## src/rtl/enemy_chase.sv

```systemverilog
// enemy_chase: per-enemy pursuit controller (position, HP, stun, death, melee attack).
// Define ENEMY_DIAGONAL_EN to step both axes on every move tick instead of only the dominant one.
module enemy_chase #(
    parameter int SPEED       = 1,
    parameter int MOVE_DIV    = 2,
    parameter int STOP_DIST   = 8,
    parameter int HP_INIT     = 3,
    parameter int STUN_FRAMES = 8,
    parameter int DIE_FRAMES  = 16,
    parameter int ATK_FRAMES  = 30,
    parameter int X_MAX       = 319,
    parameter int Y_MAX       = 239
) (
    input  logic       Clk,
    input  logic       Reset,
    input  logic       frame_clk,
    input  logic       Spawn,
    input  logic [8:0] Spawn_X,
    input  logic [8:0] Spawn_Y,
    input  logic [8:0] Player_X,
    input  logic [8:0] Player_Y,
    input  logic       Hit,
    output logic [8:0] Obj_X_Pos,
    output logic [8:0] Obj_Y_Pos,
    output logic [8:0] Obj_X_Motion,
    output logic [8:0] Obj_Y_Motion,
    output logic [1:0] Obj_Dir,
    output logic       Alive,
    output logic       Dying,
    output logic       Attack
);
    localparam int MAX_AD = (ATK_FRAMES > DIE_FRAMES) ? ATK_FRAMES : DIE_FRAMES;
    localparam int MAX_FRAMES = (MAX_AD > STUN_FRAMES) ? MAX_AD : STUN_FRAMES;
    localparam int CW = $clog2(MAX_FRAMES + 1);
    localparam logic [9:0] SPD = 10'(SPEED);
    localparam logic [9:0] STOP = 10'(STOP_DIST);
    localparam logic signed [11:0] X_LIM = 12'(X_MAX);
    localparam logic signed [11:0] Y_LIM = 12'(Y_MAX);

    typedef enum logic [2:0] {IDLE, CHASE, ATTACK, STUN, DYING} state_t;

    state_t        state_q, state_d;
    logic          frame_clk_q;
    logic [3:0]    div_q, div_d;
    logic [CW-1:0] cnt_q, cnt_d;
    logic [2:0]    hp_q, hp_d;
    logic [8:0]    x_q, x_d, y_q, y_d;
    logic [8:0]    mx_q, mx_d, my_q, my_d;
    logic [1:0]    dir_q, dir_d;
    logic          attack_q, attack_d;

    logic              frame_tick, move_tick, in_range, x_dom, alive;
    logic signed [9:0] dx, dy;
    logic [9:0]        adx, ady, sx, sy, ux, uy;
    logic [8:0]        nx, ny;
    logic [1:0]        ndir;

    // Moves pos by mag toward the sign given, saturating to [0, lim].
    function automatic logic [8:0] step_axis(input logic [8:0] pos, input logic neg,
                                             input logic [9:0] mag, input logic signed [11:0] lim);
        logic signed [11:0] n;
        n = neg ? $signed({3'b000, pos}) - $signed({2'b00, mag})
                : $signed({3'b000, pos}) + $signed({2'b00, mag});
        return (n < 12'sd0) ? 9'd0 : (n > lim) ? lim[8:0] : n[8:0];
    endfunction

    assign frame_tick = frame_clk & ~frame_clk_q;
    assign move_tick  = frame_tick && (div_q == 4'(MOVE_DIV - 1));
    assign dx         = $signed({1'b0, Player_X}) - $signed({1'b0, x_q});
    assign dy         = $signed({1'b0, Player_Y}) - $signed({1'b0, y_q});
    assign adx        = dx[9] ? -dx : dx;
    assign ady        = dy[9] ? -dy : dy;
    assign sx         = (adx < SPD) ? adx : SPD;
    assign sy         = (ady < SPD) ? ady : SPD;
    assign in_range   = (adx <= STOP) && (ady <= STOP);
    assign x_dom      = adx >= ady;
`ifdef ENEMY_DIAGONAL_EN
    assign ux = sx;
    assign uy = sy;
`else
    assign ux = x_dom ? sx : 10'd0;
    assign uy = x_dom ? 10'd0 : sy;
`endif
    assign nx    = step_axis(x_q, dx[9], ux, X_LIM);
    assign ny    = step_axis(y_q, dy[9], uy, Y_LIM);
    assign ndir  = x_dom ? (dx[9] ? 2'd2 : 2'd3) : (dy[9] ? 2'd0 : 2'd1);
    assign alive = (state_q == CHASE) || (state_q == ATTACK) || (state_q == STUN);

    always_comb begin
        state_d  = state_q;
        div_d    = div_q;
        cnt_d    = cnt_q;
        hp_d     = hp_q;
        x_d      = x_q;
        y_d      = y_q;
        mx_d     = mx_q;
        my_d     = my_q;
        dir_d    = dir_q;
        attack_d = 1'b0;
        if (frame_tick)
            div_d = move_tick ? 4'd0 : div_q + 4'd1;
        if (Spawn) begin
            state_d = CHASE;
            x_d     = Spawn_X;
            y_d     = Spawn_Y;
            hp_d    = 3'(HP_INIT);
            mx_d    = 9'd0;
            my_d    = 9'd0;
            cnt_d   = '0;
            div_d   = 4'd0;
        end else if (Hit && alive) begin
            hp_d    = hp_q - 3'd1;
            state_d = (hp_q == 3'd1) ? DYING : STUN;
            cnt_d   = '0;
            mx_d    = 9'd0;
            my_d    = 9'd0;
        end else begin
            case (state_q)
                CHASE: if (move_tick) begin
                    if (in_range) begin
                        state_d  = ATTACK;
                        attack_d = 1'b1;
                        cnt_d    = '0;
                        mx_d     = 9'd0;
                        my_d     = 9'd0;
                    end else begin
                        x_d   = nx;
                        y_d   = ny;
                        mx_d  = nx - x_q;
                        my_d  = ny - y_q;
                        dir_d = ndir;
                    end
                end
                ATTACK: if (move_tick && !in_range) begin
                    state_d = CHASE;
                end else if (frame_tick) begin
                    attack_d = cnt_q == CW'(ATK_FRAMES - 1);
                    cnt_d    = attack_d ? '0 : cnt_q + 1'b1;
                end
                STUN: if (frame_tick) begin
                    state_d = (cnt_q == CW'(STUN_FRAMES - 1)) ? CHASE : STUN;
                    cnt_d   = cnt_q + 1'b1;
                end
                DYING: if (frame_tick) begin
                    state_d = (cnt_q == CW'(DIE_FRAMES - 1)) ? IDLE : DYING;
                    cnt_d   = cnt_q + 1'b1;
                end
                default: ;
            endcase
        end
    end

    always_ff @(posedge Clk) begin
        if (Reset) begin
            state_q     <= IDLE;
            frame_clk_q <= 1'b0;
            div_q       <= 4'd0;
            cnt_q       <= '0;
            hp_q        <= 3'd0;
            x_q         <= 9'd0;
            y_q         <= 9'd0;
            mx_q        <= 9'd0;
            my_q        <= 9'd0;
            dir_q       <= 2'd1;
            attack_q    <= 1'b0;
        end else begin
            state_q     <= state_d;
            frame_clk_q <= frame_clk;
            div_q       <= div_d;
            cnt_q       <= cnt_d;
            hp_q        <= hp_d;
            x_q         <= x_d;
            y_q         <= y_d;
            mx_q        <= mx_d;
            my_q        <= my_d;
            dir_q       <= dir_d;
            attack_q    <= attack_d;
        end
    end

    assign Obj_X_Pos    = x_q;
    assign Obj_Y_Pos    = y_q;
    assign Obj_X_Motion = mx_q;
    assign Obj_Y_Motion = my_q;
    assign Obj_Dir      = dir_q;
    assign Alive        = alive;
    assign Dying        = state_q == DYING;
    assign Attack       = attack_q;
endmodule
```

## config.mk

```make
export PLATFORM = sky130hd
export DESIGN_NAME = enemy_chase
export DESIGN_NICKNAME = d
export VERILOG_FILES = /design/src/rtl/enemy_chase.sv
export SDC_FILE = /design/constraint.sdc
export NUM_CORES = 1
export LEC_CHECK = 0
export ABC_AREA = 1
export ABC_CLOCK_PERIOD_IN_PS = 7400
export CAP_MARGIN = 5
export CORE_MARGIN = 5
export CORE_UTILIZATION = 53
export CTS_CLUSTER_SIZE = 25
export DETAILED_ROUTE_END_ITERATION = 6
export PLACE_DENSITY = 0.75
export SYNTH_ARGS = -nofsm -noshare
export SYNTH_HDL_FRONTEND = slang
export SYNTH_SLANG_ARGS = --single-unit
```

## constraint.sdc

```tcl
create_clock -name Clk -period 7.4 [get_ports Clk]
set_input_delay 1.11 -clock Clk [delete_from_list [all_inputs] [get_ports Clk]]
set_output_delay 1.11 -clock Clk [all_outputs]
set_load 0.02 [all_outputs]
```

== Word-level counts from Yosys, hierarchy flattened ==
Index checks and enable logic that the tools add are counted.

* Flip-flop bits (word level): 55
* Input bits: 41
* Logic and storage cells: 141

* $add $sub $neg: 13
* Magnitude comparators: 9
* Equality and inequality tests: 26
* Muxes and demuxes: 53
* Bitwise operators: 5
* Reductions and logical operators: 22

{| class="wikitable"
|+ Operators by type and width
! operator !! number
|-
| 9-bit two-way mux || 16
|-
| 10-bit two-way mux || 6
|-
| 5-bit two-way mux || 6
|-
| 12-bit by 1-bit < comparator with 1-bit output (second input constant) || 2
|-
| 12-bit two-way mux || 2
|-
| 3-bit two-way mux || 8
|-
| 9-bit by 10-bit adder with 11-bit output || 2
|-
| 9-bit by 10-bit subtractor with 11-bit output || 2
|-
| 10-bit by 4-bit less-or-equal comparator with 1-bit output (second input constant) || 2
|-
| 10-bit by 1-bit < comparator with 1-bit output (second input constant) || 2
|-
| 10-bit negation || 2
|-
| 9-bit by 9-bit subtractor with 10-bit output || 2
|-
| 6-bit AND reduction || 3
|-
| 9-bit subtractor || 2
|-
| 5-bit one-hot mux with 3 select lines || 1
|-
| 12-bit by 10-bit greater-than comparator with 1-bit output (second input constant) || 1
|-
| 12-bit by 9-bit greater-than comparator with 1-bit output (second input constant) || 1
|-
| 2-bit inequality test (second input constant) || 6
|-
| 4-bit by 3-bit inequality test with 1-bit output (second input constant) || 3
|-
| 3-bit one-hot mux with 4 select lines || 1
|-
| 10-bit >= comparator || 1
|-
| 3-bit by 2-bit inequality test with 1-bit output (second input constant) || 3
|-
| 2-bit two-way mux || 4
|-
| 4-bit by 2-bit inequality test with 1-bit output (second input constant) || 2
|-
| other kinds (29) || 48
|}

== Longest topological paths before layout ==
* Depth in word-level cells: 16
* Gate-level depth with buffers: 57

== Worst setup path before layout ==
Ideal clock, no wire load.

* Kind: input -> register
* Start point: input port Player_Y[0]
* End point: register my_q[8], in the netlist Obj_Y_Motion[8]
* Setup time: 70 ps
* Data arrival time: 7308 ps
* Data required time: 7330 ps
* Slack: 22 ps
* Cell stages on the path: 54
* Buffers on the path: 0
* Cells stage by stage: inv_1 ha_1 inv_1 fa_1 inv_1 ha_1 inv_1 nor2_1 nand3_1 nand3_1 nand2_1 nand2_1 inv_1 ha_1 nand2_1 inv_1 o2111ai_1 o211ai_1 [... 18 more ...] nor2_2 nand3_1 nand2_1 ha_1 inv_1 fa_1 nand2_1 inv_1 o21ai_0 nand2_1 a21oi_1 o21bai_1 nand2_1 nand2_1 a21oi_1 xor2_1 nand2_1 a21oi_1

* Longest elaborated chain between the ends: 13

{| class="wikitable"
|+ RTL lines
! what !! RTL line !! source
|-
| start: declaration || 21 || <nowiki>input logic [8:0] Player_Y,</nowiki>
|-
| 9-bit by 9-bit subtractor with 10-bit output (*) || 70 || <nowiki>assign dy = $signed({1'b0, Player_Y}) - $signed({1'b0, y_q});</nowiki>
|-
| 10-bit negation || 72 || <nowiki>assign ady = dy[9] ? -dy : dy;</nowiki>
|-
| 10-bit two-way mux || 72 ||
|-
| 10-bit by 1-bit < comparator with 1-bit output || 74 || <nowiki>assign sy = (ady < SPD) ? ady : SPD;</nowiki>
|-
| 10-bit two-way mux || 74 ||
|-
| 10-bit two-way mux || 82 || <nowiki>assign uy = x_dom ? 10'd0 : sy;</nowiki>
|-
| 9-bit by 10-bit adder with 11-bit output / 9-bit by 10-bit subtractor with 11-bit output (equally long branches) || 63, 62 ||
|-
| 12-bit two-way mux || 62 || <nowiki>n = neg ? $signed({3'b000, pos}) - $signed({2'b00, mag})</nowiki>
|-
| 12-bit by 9-bit greater-than comparator with 1-bit output || 64 || <nowiki>return (n < 12'sd0) ? 9'd0 : (n > lim) ? lim[8:0] : n[8:0];</nowiki>
|-
| 9-bit two-way mux (2 in series) || 64 ||
|-
| 9-bit subtractor || 130 || <nowiki>my_d = ny - y_q;</nowiki>
|-
| 9-bit two-way mux (*) || 120 || <nowiki>if (in_range) begin</nowiki>
|-
| end signal: assignment || 175 || <nowiki>my_q <= my_d;</nowiki>
|-
| end: declaration || 48 || <nowiki>logic [8:0] mx_q, mx_d, my_q, my_d;</nowiki>
|}

Mark *: on every way between the ends. The rest lies on a longest branch, timed or not.
A chain may end at the register's enable or synchronous reset.

== Final worst setup path ==
* Start point: input port Player_Y[5]
* End point: register dir_q[0], in the netlist Obj_Dir[0]

* Longest elaborated chain between the ends: 7

{| class="wikitable"
|+ RTL lines
! what !! RTL line !! source
|-
| 9-bit by 9-bit subtractor with 10-bit output (*) || 70 ||
|-
| 10-bit negation || 72 ||
|-
| 10-bit two-way mux || 72 ||
|-
| 10-bit by 4-bit less-or-equal comparator with 1-bit output || 75 || <nowiki>assign in_range = (adx <= STOP) && (ady <= STOP);</nowiki>
|-
| 1-bit logical AND || 75 ||
|-
| 1-bit inverter (no line) || n/a ||
|-
| 5-bit AND reduction (no line) || n/a ||
|-
| end signal: assignment || 176 || <nowiki>dir_q <= dir_d;</nowiki>
|-
| end: declaration || 49 || <nowiki>logic [1:0] dir_q, dir_d;</nowiki>
|}

Marked as above.

==> results.md <==
* Sequential area share after synthesis at 15.72%
* CTS HTree Levels at 2
* Share of post-route cells with drive strength above 1 at roughly 29%
* CP Launch Point: Player_Y[5]
* DR top layer: met4
* Cell Count, Final, Fillers Out at between 1,500 and 2,000
* Area share of the largest cell type after synthesis at around 17%
* Io pins at 82
* Synthesized area at about 0.0070 mm²
* Wl on met1 at 9.846 mm
* Final #Nets at about 1,600
* Die height at about 120 µm
* Clock tree buffer depth at 2
* Placed cells at around 1,500
* Most common cell after layout, fill and taps aside: nand2_1
* Cell mode on critical path: buf_4
* Initial DRC Count at approximately 810
* Fin crit share at 101.0%
* Drt drc at 0
* Via/cell ratio at 5.422
* RSZ-0062 raised after global routing: true
* Setup crit end kind: flip-flop
* Via count at 8,707
* Power per cell area at approximately 240 mW/mm²
* Failing checks: negative setup slack
* Max-cap violations at 0
* Metal3 WL at between 1.5 and 2 mm
* Final wirelength at approximately 25 mm
* Initial Utilization at around 54%
* Std-Cell Rows at 42
* Clk_lat worst skew at a little over 0.3 ns
* Maximum VDD drop at 0.1267 mV
* Fillers at ~890
* Root buf cell: clkbuf_16
* Arr. time, crit path at between 7 and 8 ns
* Top cells by area, synth: nand2_1 (17%), dfxtp_1 (16%), ha_1 (15%), inv_1 (8.4%), nand3_1 (7.3%)
* Largest net degree at the start of global routing at 31
* Worst path required time at 7.66 ns
* Clk_skew at about 0.011 ns
* Outcome: complete, but fails checks
* Reg-to-Reg Start: Obj_Y_Pos[0]$_SDFFE_PP0P_
* Synth Flop Type: dfxtp_1
* Clock transition at the registers of the reported paths at roughly 0.08 ns
* PnR worst setup slack at -0.07227 ns
* Max Fanout on Critical Path at 4
* Overflow after GRT at 0
* Hold WC Path Type: flip-flop to flip-flop
* Setup crit start kind: input port
* IO Port Bufs at just over 80
* DR WL met2 at between 10 and 15 mm
* Min Tclk post-route at 7.472 ns
* Horiz. Die Dim at between 100 and 150 µm
* Slew HR at a little under a third
* Post-synth cell types at between 50 and 60
* Placed cell area at ~0.0091 mm²
* CTS sink cnt at 55
* Diodes inserted at 0
* Die ar. at between 0.015 and 0.02 mm²
* Post-synth EDFFs at 0
* Cts hold-fix bufs at 0
* Slew Viols, Final at 0
* Post-Syn Instances at 1,121
* LEAKAGE at about 5.2 nW
* Max Fclk at 133.8 MHz
* Hold Fails Final Rpt at 0
* 1st-pass router iterations at 6
* Core area at between 0.01 and 0.015 mm²
* Synthesis Warnings at 0
* Vias in the first global route at between 7,000 and 8,000
* Setup violations, final at 2
* Area growth, synth to finish at 49.13%
* Post-synthesis async set-or-reset flop share at 0%
* Hold Startpoint: Obj_X_Motion[1]$_SDFFE_PP0P_
* Critical Path Max Stage Delay at between 0.4 and 0.5 ns
* All-Layer GR Usage at roughly 28%
* Fin area at approximately 0.010 mm²
* Initial antenna violation count at 0
* Avg WL per Cell at about 15 µm
* Yosys reg bits at 55
* Post-synthesis area per instance at between 6 and 7 µm²
* WS Path Type: input port to flip-flop
* CP max stage cell: clkdlybuf4s50_1
* Post-route ant nets at 0
* Fin util at 79.81%
* Most frequent cells in the layout: nand2_1 (288), buf_4 (201), inv_1 (142)
* DP HPWL at between 15 and 20 mm
* First-pass GRT wire length at ~37 mm
* Largest area contributor in the netlist: nand2_1
* Final GP Congestion at approximately 0.96
* Worst Max-Slew Pin Slew at 1.035 ns
* CTS buffer count at 5
* TritonCTS clock tree: yes
-- final timing paths --
check	end	slack (ns)	depth (start not counted)
worst max-delay path	Obj_Dir[0]$_SDFFE_PP1P_	-0.07	54
worst min-delay path	Obj_X_Motion[1]$_SDFFE_PP0P_	0.47	2
worst max register to register	Obj_Dir[0]$_SDFFE_PP1P_	0.33	58
worst min register to register	Obj_X_Motion[1]$_SDFFE_PP0P_	0.47	2
-- cell usage after synthesis (7+ instances only) --
library cell / count
a21oi_1: 73
a21oi_2: 14
a31oi_1: 7
clkbuf_1: 9
dfxtp_1: 55
fa_1: 8
ha_1: 85
inv_1: 157
inv_2: 8
nand2_1: 317
nand2_2: 19
nand3_1: 102
nand4_1: 15
nor2_1: 82
nor2_2: 9
nor3_1: 8
o21ai_0: 32
o21bai_1: 7
or2_2: 13
xor2_1: 29
-- what timing repair did --
item	CTS	global route
resized for setup	60	115
buffers inserted	49	14
endpoints found under the hold margin	0	0
setup endpoints to repair	6	10
pin swaps	42	65
-- final cells by class --
| cell class | count | area (µm²) | area share, % |
|---|---|---|---|
| clock inverter | 3 | 33.78 | 0.3235 |
| timing repair buffer | 286 | 2399 | 22.97 |
| clock buffer | 5 | 125.1 | 1.198 |
| tap | 176 | 220.2 | 2.109 |
| inverter | 166 | 635.6 | 6.086 |
| sequential | 55 | 1101 | 10.54 |
| multi-input combinational | 915 | 5929 | 56.77 |
-- worst max-delay path: cells and delay by family --
family,cells,cell delay [ns]
simple gates,13,0.96
buf+inv,33,4.37
compound gates,6,0.80
fa+ha+maj,2,0.47
-- state kept, by name, indices dropped and copies added (netlist names) --
| name | cells |
|---|---|
| hp_q | 3 |
| cnt_q | 5 |
| Obj_Y_Pos | 9 |
| Obj_X_Pos | 9 |
| div_q | 4 |
| state_q | 3 |
| Attack | 1 |
| Obj_Dir | 2 |
| frame_clk_q | 1 |
| Obj_Y_Motion | 9 |
| Obj_X_Motion | 9 |
-- report_power, final --
part           internal, mW  leakage (nW)  switching [mW]
Sequential            0.310         0.448          0.0159
Clock                 0.131        0.0772           0.133
Combinational         0.953          4.71           0.991
Total                  1.39          5.23            1.14
-- kinds of logic after synthesis --
| family | after synthesis | share of synthesized area (%) |
|---|---|---|
| mux | 4 | 0.5718 |
| xor+xnor | 31 | 3.984 |
| flops | 55 | 15.72 |
| buf+inv | 185 | 10.74 |
| compound gates | 162 | 13.86 |
| simple gates | 589 | 37.54 |
| other cells | 2 | 0.1072 |
| fa+ha+maj | 93 | 17.47 |
-- per-layer routing --
metal	global-route usage, %	vias up
met5	0	-
met4	10.71	0
met3	4.435	101
met2	48.51	406
met1	34.48	3982
li1	-	4218
-- metrics by stage --
stage            TNS, ns  worst slack [ns]  power [mW]  hold WS, ns
6_report         -0.1300          -0.07227       2.533       0.4699
5_1_grt           -1.961           -0.3968       2.702       0.4820
4_1_cts        -0.005376         -0.005376       2.224       0.4719
3_5_place_dp      -4.478           -0.7611       1.666       0.4602
3_3_place_gp      -2.684           -0.5336       1.644       0.4531
2_1_floorplan          0           0.02155       1.141       0.4505
No activity file was read; power rests on OpenSTA's default activity.
